File: src/rtl/lvds_rx_deframer.sv
// Receive deframer: hunts for the A/5 sync word in the recovered nibble stream,
// rebuilds length-prefixed payload bytes, checks the additive checksum and counts frames.
module lvds_rx_deframer #(
    parameter logic [15:0] MAX_LEN     = 16'd4096,
    parameter logic [7:0]  GAP_TIMEOUT = 8'd64
) (
    input  logic        clk_100m,
    input  logic        rst,
    input  logic [3:0]  din,
    input  logic        din_vld,
    output logic [7:0]  dout,
    output logic        dout_vld,
    output logic        dout_sof,
    output logic        dout_eof,
    output logic [15:0] dout_len,
    output logic        frame_ok,
    output logic        frame_err,
    output logic [31:0] cnt_frame_ok,
    output logic [31:0] cnt_frame_err
);

    typedef enum logic [2:0] {S_IDLE, S_SYNC2, S_LEN, S_PAY, S_CSUM} state_t;

    state_t      state_q, state_d;
    logic [7:0]  gap_q, gap_d;
    logic [1:0]  nib_q, nib_d;
    logic [11:0] len_sh_q, len_sh_d;
    logic [15:0] len_q, len_d;
    logic [15:0] idx_q, idx_d;
    logic [3:0]  hi_q, hi_d;
    logic [7:0]  sum_q, sum_d;
    logic [7:0]  dout_q, dout_d;
    logic        vld_q, vld_d;
    logic        sof_q, sof_d;
    logic        eof_q, eof_d;
    logic        ok_q, ok_d;
    logic        err_q, err_d;
    logic [31:0] cnt_ok_q, cnt_ok_d;
    logic [31:0] cnt_err_q, cnt_err_d;
    logic [15:0] len_new;
    logic [7:0]  byte_new;

    always_comb begin
        len_new  = {len_sh_q, din};
        byte_new = {hi_q, din};
        state_d  = state_q;
        nib_d    = nib_q;
        len_sh_d = len_sh_q;
        len_d    = len_q;
        idx_d    = idx_q;
        hi_d     = hi_q;
        sum_d    = sum_q;
        dout_d   = dout_q;
        vld_d    = 1'b0;
        sof_d    = 1'b0;
        eof_d    = 1'b0;
        ok_d     = 1'b0;
        err_d    = 1'b0;

        // Idle line time between frames is not a gap.
        if (state_q == S_IDLE || din_vld) gap_d = 8'd0;
        else                              gap_d = gap_q + 8'd1;

        if (din_vld) begin
            unique case (state_q)
                S_IDLE: begin
                    if (din == 4'hA) state_d = S_SYNC2;
                end
                S_SYNC2: begin
                    nib_d = 2'd0;
                    if (din == 4'h5)      state_d = S_LEN;
                    else if (din != 4'hA) state_d = S_IDLE;
                end
                S_LEN: begin
                    len_sh_d = len_new[11:0];
                    nib_d    = nib_q + 2'd1;
                    if (nib_q == 2'd3) begin
                        if (len_new == 16'd0 || len_new > MAX_LEN) begin
                            err_d   = 1'b1;
                            state_d = S_IDLE;
                        end else begin
                            len_d   = len_new;
                            sum_d   = 8'd0;
                            idx_d   = 16'd0;
                            nib_d   = 2'd0;
                            state_d = S_PAY;
                        end
                    end
                end
                S_PAY: begin
                    if (nib_q == 2'd0) begin
                        hi_d  = din;
                        nib_d = 2'd1;
                    end else begin
                        nib_d  = 2'd0;
                        dout_d = byte_new;
                        vld_d  = 1'b1;
                        sof_d  = (idx_q == 16'd0);
                        eof_d  = (idx_q == len_q - 16'd1);
                        sum_d  = sum_q + byte_new;
                        idx_d  = idx_q + 16'd1;
                        if (idx_q == len_q - 16'd1) state_d = S_CSUM;
                    end
                end
                S_CSUM: begin
                    if (nib_q == 2'd0) begin
                        hi_d  = din;
                        nib_d = 2'd1;
                    end else begin
                        nib_d   = 2'd0;
                        state_d = S_IDLE;
                        if (byte_new == sum_q) ok_d  = 1'b1;
                        else                   err_d = 1'b1;
                    end
                end
                default: state_d = S_IDLE;
            endcase
        end else if (state_q != S_IDLE && gap_d == GAP_TIMEOUT) begin
            // Truncated frame: no eof is issued, frame_err marks the loss.
            err_d   = 1'b1;
            gap_d   = 8'd0;
            state_d = S_IDLE;
        end

        cnt_ok_d  = cnt_ok_q + {31'd0, ok_d};
        cnt_err_d = cnt_err_q + {31'd0, err_d};
    end

    always_ff @(posedge clk_100m) begin
        if (rst) begin
            state_q   <= S_IDLE;
            gap_q     <= 8'd0;
            nib_q     <= 2'd0;
            len_sh_q  <= 12'd0;
            len_q     <= 16'd0;
            idx_q     <= 16'd0;
            hi_q      <= 4'd0;
            sum_q     <= 8'd0;
            dout_q    <= 8'd0;
            vld_q     <= 1'b0;
            sof_q     <= 1'b0;
            eof_q     <= 1'b0;
            ok_q      <= 1'b0;
            err_q     <= 1'b0;
            cnt_ok_q  <= 32'd0;
            cnt_err_q <= 32'd0;
        end else begin
            state_q   <= state_d;
            gap_q     <= gap_d;
            nib_q     <= nib_d;
            len_sh_q  <= len_sh_d;
            len_q     <= len_d;
            idx_q     <= idx_d;
            hi_q      <= hi_d;
            sum_q     <= sum_d;
            dout_q    <= dout_d;
            vld_q     <= vld_d;
            sof_q     <= sof_d;
            eof_q     <= eof_d;
            ok_q      <= ok_d;
            err_q     <= err_d;
            cnt_ok_q  <= cnt_ok_d;
            cnt_err_q <= cnt_err_d;
        end
    end

    assign dout          = dout_q;
    assign dout_vld      = vld_q;
    assign dout_sof      = sof_q;
    assign dout_eof      = eof_q;
    assign dout_len      = len_q;
    assign frame_ok      = ok_q;
    assign frame_err     = err_q;
    assign cnt_frame_ok  = cnt_ok_q;
    assign cnt_frame_err = cnt_err_q;

endmodule
File: config.mk
export PLATFORM = sky130hd
export DESIGN_NAME = lvds_rx_deframer
export DESIGN_NICKNAME = d
export VERILOG_FILES = /design/src/rtl/lvds_rx_deframer.sv
export SDC_FILE = /design/constraint.sdc
export NUM_CORES = 1
export LEC_CHECK = 0
export ABC_AREA = 1
export CORE_MARGIN = 2
export CORE_UTILIZATION = 55
export DETAILED_ROUTE_END_ITERATION = 12
export GPL_TIMING_DRIVEN = 1
export PLACE_DENSITY = 0.8
export SYNTH_ARGS = -nofsm -noshare
export SYNTH_HDL_FRONTEND = slang
export SYNTH_SLANG_ARGS = --single-unit
File: constraint.sdc
create_clock -name clk_100m -period 3.72 [get_ports clk_100m]
set_input_delay 0.744 -clock clk_100m [delete_from_list [all_inputs] [get_ports clk_100m]]
set_output_delay 0.744 -clock clk_100m [all_outputs]
set_load 0.005 [all_outputs]
==> results by group, run 1 <==
Detailed routing
  – Via count: 7750
  – DR iter-0 viols: 540
  – Via/cell ratio: 5.42
  – DRT Pass-1 Iters: 5
  – DR WL/cell: 14.2 um
  – Drt total wl: 20.4 mm
  – DRC Markers: 0
  – ANT nets after route: 0

Clocking
  – CTS tree: yes
  – Sink Count: 146
  – CTS Root Cell: clkbuf_16
  – CTS Buf Count: 17
  – Clk slew on worst S/H paths: 0.06 ns
  – # hold bufs at CTS: 0
  – Clk buf depth: 2
  – Htree depth: 4
  – Clk Latency, worst-skew pair: 0.42 ns

Synthesis
  – Post-synth ARST share: 0%
  – Primary FF master, synth: dfxtp_1
  – Gate Count Post-Synth: 1099
  – Ys Warns: 0
  – Netlist cell types: 42
  – Syn_area_per_cell: 6.90 um^2
  – Number of flops mapped to enable cells by yosys: 0
  – Post-Synthesis Cell Area: 0.00758 mm^2
  – Syn Nets: 1124
  – Post-synthesis sequential element count: 146
  – Seq/Total Area, Yosys: 38.6%

STA
  – Hold Violations, Final: 0
  – F_max: 276 MHz
  – Tmin final: 3.63 ns
  – Worst Skew: 0.00794 ns
  – Setup TNS: 0 ns
  – Slew Limit Fails: 0
  – Worst-margin pin slew: 0.903 ns
  – Final period utilization: 97.5%
  – Min Hold Slack: 0.469 ns
  – Max-slew headroom: 39.8%
  – Endpoints failing setup: 0

Global routing
  – Number of global-route vias before repair: 7324
  – Tot GR Track Use: 28.2%
  – Global-route wire length before repair: 33.5 mm
  – Largest net degree at the start of global routing: 79
  – Initial antenna violation count: 1
  – Total grt overflow: 0

Run status
  – Status: completed

Setup path
  – Worst path arrival time: 3.94 ns
  – CP Class: input pin to register
  – Max FO, Critical Path: 3
  – Worst Setup Start Kind: input pin
  – Worst EP required: 4.03 ns
  – CP endpoint kind: register

Pwr
  – Max rail drop VDD: 335 uV
  – Power per cell area: 373 mW/mm^2
  – Power Total: 3.65 mW
  – Leakage power: 3.82 nW

Die
  – Die Wd: 121 um
  – Row Count: 42
  – DIE AREA: 0.0147 mm^2
  – Starting density of the core: 56.8%
  – Die Y-Extent: 121 um
  – Core ar.: 0.0133 mm^2
  – IO Count: 100

Cells and area
  – Area grow syn2layout: 29.0%
  – Design area: 0.00978 mm^2
  – Final Non-Filler Cells: 1430
  – Nets: 1265
  – Layout cells sized above 1: 12.5%

Place
  – Input/output buffers: 99
  – Placed cell count: 1396
  – Area post-placement: 0.00904 mm^2
  – DP HPWL: 14.2 mm
  – RD Place Congestion: 0.973

Hold path
  – Class of the tightest hold or removal check: register to register

Flow run
  – Reported max-cap violation count: 0
[metal layers]
layer	share of wire, %	track usage (%)
met1	44	34.1
met2	48	48.8
met3	6.0	6.30
met4	2.8	10.4
met5	0	0
[path summary, 6_finish.rpt]
kind,slack (ns),to,cells past startpoint,start
worst max-delay path,0.09,cnt_frame_ok[28],18,din[2]
worst min-delay path,0.47,sum_q[3],2,sum_q[3]
worst min register to register,0.47,sum_q[3],2,sum_q[3]
worst max register to register,0.43,cnt_frame_ok[28],17,sum_q[1]
[critical path, stage by stage]
cell and delay (ns):
clkdlybuf4s50_1 0.45, ha_1 0.34, nor4_2 0.19, nand4_1 0.19, nor3_2 0.28, ha_2 0.23, ha_1 0.18, nand3_2 0.12
nor2_4 0.15, nand2_2 0.09, nor2_2 0.11, nand4_1 0.18, inv_2 0.12, nand2_1 0.08, nor2_2 0.10, nand4_1 0.13
o21ai_1 0.19, a21oi_1 0.06
[state kept, by name, indices dropped and copies added (netlist names)]
signal         count
dout_eof           1
cnt_frame_err     32
len_sh_q          12
hi_q               4
dout_vld           1
idx_q             16
dout_len          16
sum_q              8
dout_sof           1
cnt_frame_ok      32
state_q            3
gap_q              8
nib_q              2
frame_err          1
frame_ok           1
dout               8
[timing repair]
| action | CTS | global route |
|---|---|---|
| resized for setup | 3 | 23 |
| buffers inserted | 0 | 1 |
| endpoints found under the setup margin | 5 | 20 |
| pin swaps | 0 | 11 |
[synth_stat cells, types with 2 or more instances]
library cell  number  area (um^2)
clkbuf_2           2         10.0
buf_1              3         11.3
or2_2              5         31.3
inv_2              7         26.3
inv_1            134          503
nor3_1            33          165
o21ai_0           66          330
nor3b_1            6         45.0
a21oi_1          102          510
nor3_2             8         80.1
nor2_4             2         22.5
nand4_1           28          175
nor2_1           145          544
nand2_2            7         43.8
ha_1              17          213
nand3_2            7         70.1
buf_2              8         40.0
xor2_1            23          201
nand3_1           55          275
nor4_1            13         81.3
xnor2_1           11         96.3
nor2_2            12         75.1
o21a_1             6         45.0
nand3b_1           3         22.5
dfxtp_1          146         2920
clkbuf_1          16         60.1
and3_1             6         37.5
nand2_1          214          803
[cell families after synthesis]
kind of cell	share of synthesized area, %
adder cells (fa/ha/maj)	3.07
AND/OR/NAND/NOR	33.5
XOR/XNOR	3.93
AO/OA/AOI/OAI	12.1
buffers and inverters	8.88
flip-flops	38.6
[where the power goes]
group / switching (mW) / internal [mW] / total [mW]
registers: 0.0206 / 1.59 / 1.61
clock network: 0.666 / 1.14 / 1.80
logic: 0.156 / 0.0857 / 0.242
total: 0.842 / 2.81 / 3.65
[layout make-up]
| type | instances | area [um^2] |
|---|---|---|
| antenna | 1 | 2.50 |
| clock buffer | 18 | 439 |
| clock inverter | 14 | 186 |
| fill | 1062 | 3570 |
| inverter | 142 | 533 |
| multi-input combinational | 780 | 4080 |
| sequential | 146 | 2920 |
| tap | 176 | 220 |
| timing repair buffer | 153 | 1400 |
[through the flow]
stage               worst slack, ns  utilization [%]
floorplan                     0.532                -
global placement             -0.295             67.8
detailed placement           -0.470             67.8
CTS                          0.0359             72.5
global route                -0.0295             73.2
finish                       0.0934             73.3
[placed cells by master (no fill, tap or decap), types with 4 or more instances in the layout]
| cell type | Yosys | routed |
|---|---|---|
| and3_1 | 6 | 6 |
| or2_2 | 5 | 5 |
| clkbuf_16 | 0 | 17 |
| nor4_1 | 13 | 12 |
| clkdlybuf4s50_1 | 0 | 95 |
| clkinv_2 | 0 | 5 |
| nand2_2 | 7 | 8 |
| o21ai_0 | 66 | 64 |
| xor2_1 | 23 | 23 |
| nor3_1 | 33 | 32 |
| nand4_1 | 28 | 28 |
| xnor2_1 | 11 | 11 |
| buf_4 | 1 | 54 |
| nand3_1 | 55 | 53 |
| nor3_2 | 8 | 8 |
| dfxtp_1 | 146 | 146 |
| bufinv_16 | 0 | 4 |
| inv_2 | 7 | 8 |
| nor2_2 | 12 | 17 |
| nor2_1 | 145 | 138 |
| a21oi_1 | 102 | 102 |
| nor3b_1 | 6 | 6 |
| o21a_1 | 6 | 6 |
| nor2_4 | 2 | 4 |
| ha_1 | 17 | 14 |
| inv_1 | 134 | 133 |
| nand2_1 | 214 | 213 |
| nand3_2 | 7 | 8 |
No activity file was read; power rests on OpenSTA's default activity.
==> run 2: changes to the inputs <==
--- a/config.mk
+++ b/config.mk
@@ -6,7 +6,7 @@
 export NUM_CORES = 1
 export LEC_CHECK = 0
 export ABC_AREA = 1
-export CORE_MARGIN = 2
+export CORE_MARGIN = 3
 export CORE_UTILIZATION = 55
 export DETAILED_ROUTE_END_ITERATION = 12
 export GPL_TIMING_DRIVEN = 1
==> run 2 against run 1 <==
Register-to-register slack improved by 0.06 ns. Clock-buffer cell count increased by 4. Combinational power about the same. Clock power decreased by 11%. Critical endpoint is now cnt_frame_ok[31]. Largest power group is now sequential cells.
==> results by group, run 2 (synthesized netlist as in run 1, its figures left out) <==
Run status
  – Status: completed

STA
  – Max-slew headroom: 40.7% (+0.86 points)
  – Slew Limit Fails: 0 (unchanged)
  – Worst-margin pin slew: 0.890 ns (-0.0129 ns)
  – Hold Violations, Final: 0 (unchanged)
  – Worst Skew: 0.0116 ns (+0.00366 ns)
  – Endpoints failing setup: 0 (unchanged)
  – Final period utilization: 93.5% (-4.0 points)
  – Setup TNS: 0 ns (unchanged)
  – F_max: 287 MHz (+4.2%)
  – Tmin final: 3.48 ns (-0.148 ns)

Pwr
  – Power Total: 3.46 mW (-5.2%)
  – Power per cell area: 356 mW/mm^2 (-4.8%)
  – Max rail drop VDD: 309 uV (-8.0%)
  – Leakage power: 3.77 nW (-1.1%)

Die
  – Row Count: 42 (unchanged)
  – IO Count: 100 (unchanged)
  – DIE AREA: 0.0152 mm^2 (+3.3%)
  – Die Y-Extent: 123 um (+1.6%)
  – Starting density of the core: 56.8% (unchanged)
  – Die Wd: 123 um (+1.6%)
  – Core ar.: 0.0133 mm^2 (unchanged)

Clocking
  – Clk slew on worst S/H paths: 0.06 ns (about the same)
  – CTS Root Cell: clkbuf_16
  – Clk Latency, worst-skew pair: 0.43 ns (about the same)
  – CTS tree: yes
  – Htree depth: 4 (unchanged)
  – # hold bufs at CTS: 0 (unchanged)
  – Clk buf depth: 2 (unchanged)
  – Sink Count: 146 (unchanged)
  – CTS Buf Count: 17 (unchanged)

Setup path
  – Crit-path cells: clkdlybuf4s50_1 -> ha_1 -> nor4_2 -> nand4_1 -> nor3_2 -> ha_2 -> buf_4 -> nand3_2 -> nor3_4 -> nand3_4 -> nor2_2 -> nand4_2 -> nor2_2 -> nand2_1 -> nor2_2 -> a21oi_1 -> o21a_1
  – CP endpoint kind: register
  – Slowest stage delay, CP: 0.44 ns (about the same)
  – Worst path arrival time: 3.80 ns (-0.14 ns)
  – Worst Setup Start Kind: input pin
  – CP Class: input pin to register
  – Worst reg2reg path endpoint: cnt_frame_err[24]
  – Most used cell, CP: nor2_2
  – Capture point of the worst path: cnt_frame_ok[31]
  – Worst EP required: 4.04 ns (about the same)
  – Setup crit start: din[1]
  – Worst R2R Setup Slack: 0.49 ns (+0.06 ns)
  – Reg2reg start: gap_q[0]
  – Max FO, Critical Path: 4 (+1)
  – R2R cell count: 24 (+7)
  – Cell at the slowest stage of the critical path: clkdlybuf4s50_1

Detailed routing
  – Drt total wl: 20.5 mm (+0.47%)
  – Via/cell ratio: 5.39 (-0.59%)
  – DRT Pass-1 Iters: 5 (unchanged)
  – DR WL/cell: 14.3 um (+0.68%)
  – DRC Markers: 0 (unchanged)
  – ANT nets after route: 0 (unchanged)
  – Via count: 7688 (-0.80%)
  – DR iter-0 viols: 563 (+4.3%)

Cells and area
  – Commonest cells after routing, fill and taps aside: 213 x nand2_1, 146 x dfxtp_1, 138 x nor2_1, 134 x inv_1, 101 x a21oi_1
  – Layout cells sized above 1: 12.4% (-0.060 points)
  – Design area: 0.00974 mm^2 (-0.41%)
  – Area grow syn2layout: 28.5%
  – Commonest non-fill, non-tap cell in the layout: nand2_1
  – Storage element area: 0.00292 mm^2 (unchanged)
  – Fillers: 1076 (+1.3%)
  – ANT cells: 0 (-1)
  – Multi-input logic area: 0.00412 mm^2 (+0.95%)
  – Nets: 1264 (-0.079%)

Place
  – RD Place Congestion: 0.956 (-1.8%)
  – Area post-placement: 0.00904 mm^2 (about the same)
  – Input/output buffers: 99 (unchanged)
  – DP HPWL: 14.2 mm (+0.48%)

Global routing
  – Largest net degree at the start of global routing: 79 (unchanged)
  – Total grt overflow: 0 (unchanged)
  – Global-route wire length before repair: 33.3 mm (-0.64%)
  – Tot GR Track Use: 27.1% (-1.0 points)
  – Number of global-route vias before repair: 7284 (-0.55%)
  – Initial antenna violation count: 1 (unchanged)

Hold path
  – Class of the tightest hold or removal check: register to register

Flow run
  – Reported max-cap violation count: 0 (unchanged)
-- run 2: power by group --
part	internal [mW]	total, mW	switching, mW
clock	0.965	1.61	0.646
sequential	1.59	1.61	0.0218
combinational	0.0867	0.244	0.158
-- run 2: worst min-delay path by stage --
stage | from | end | slack (ns) | cells past startpoint
final | len_sh_q[10] | len_sh_q[10] | 0.45 | 2
after floorplan | len_sh_q[10] | len_sh_q[10] | 0.43 | 2
after global placement | len_sh_q[10] | len_sh_q[10] | 0.45 | 2
after detailed placement | len_sh_q[10] | len_sh_q[10] | 0.45 | 2
after global routing | sum_q[7] | sum_q[7] | 0.49 | 2
after CTS | len_sh_q[10] | len_sh_q[10] | 0.46 | 2
-- run 2: final cells by class --
class / count / area share (%)
multi-input combinational: 780 / 42.3
timing repair buffer: 152 / 14.3
clock inverter: 9 / 0.848
inverter: 142 / 5.47
tap: 176 / 2.26
clock buffer: 22 / 4.87
sequential: 146 / 30.0
-- run 2: worst max-delay path, delay by kind of cell --
family	cells	cell delay (ns)
fa+ha+maj	2	0.56
buf+inv	2	0.55
compound gates	2	0.22
simple gates	11	1.69
-- run 2: stage by stage --
step	setup slack (ns)	utilization, %	hold WS (ns)	instances
3_5_place_dp	-0.424	67.7	0.448	1395
6_report	0.241	73.0	0.452	1427
2_1_floorplan	0.532	-	0.429	1099
3_3_place_gp	-0.291	67.7	0.447	1395
5_1_grt	-0.0422	73.0	0.490	1427
4_1_cts	0.0887	71.9	0.457	1426
-- run 2: per-layer routing --
metal / global-route usage, % / vias to the layer above / wire length [um]
met5: 0 / - / 7
met4: 9.62 / 2 / 402
met3: 6.08 / 40 / 1240
met2: 45.6 / 227 / 9780
met1: 34.2 / 3553 / 9030
li1: - / 3866 / -
-- run 2: repair_timing --
item | in CTS | in global routing
pin swaps | 0 | 10
buffers inserted | 0 | 1
gates resized for setup | 1 | 31
setup endpoints to repair | 1 | 21
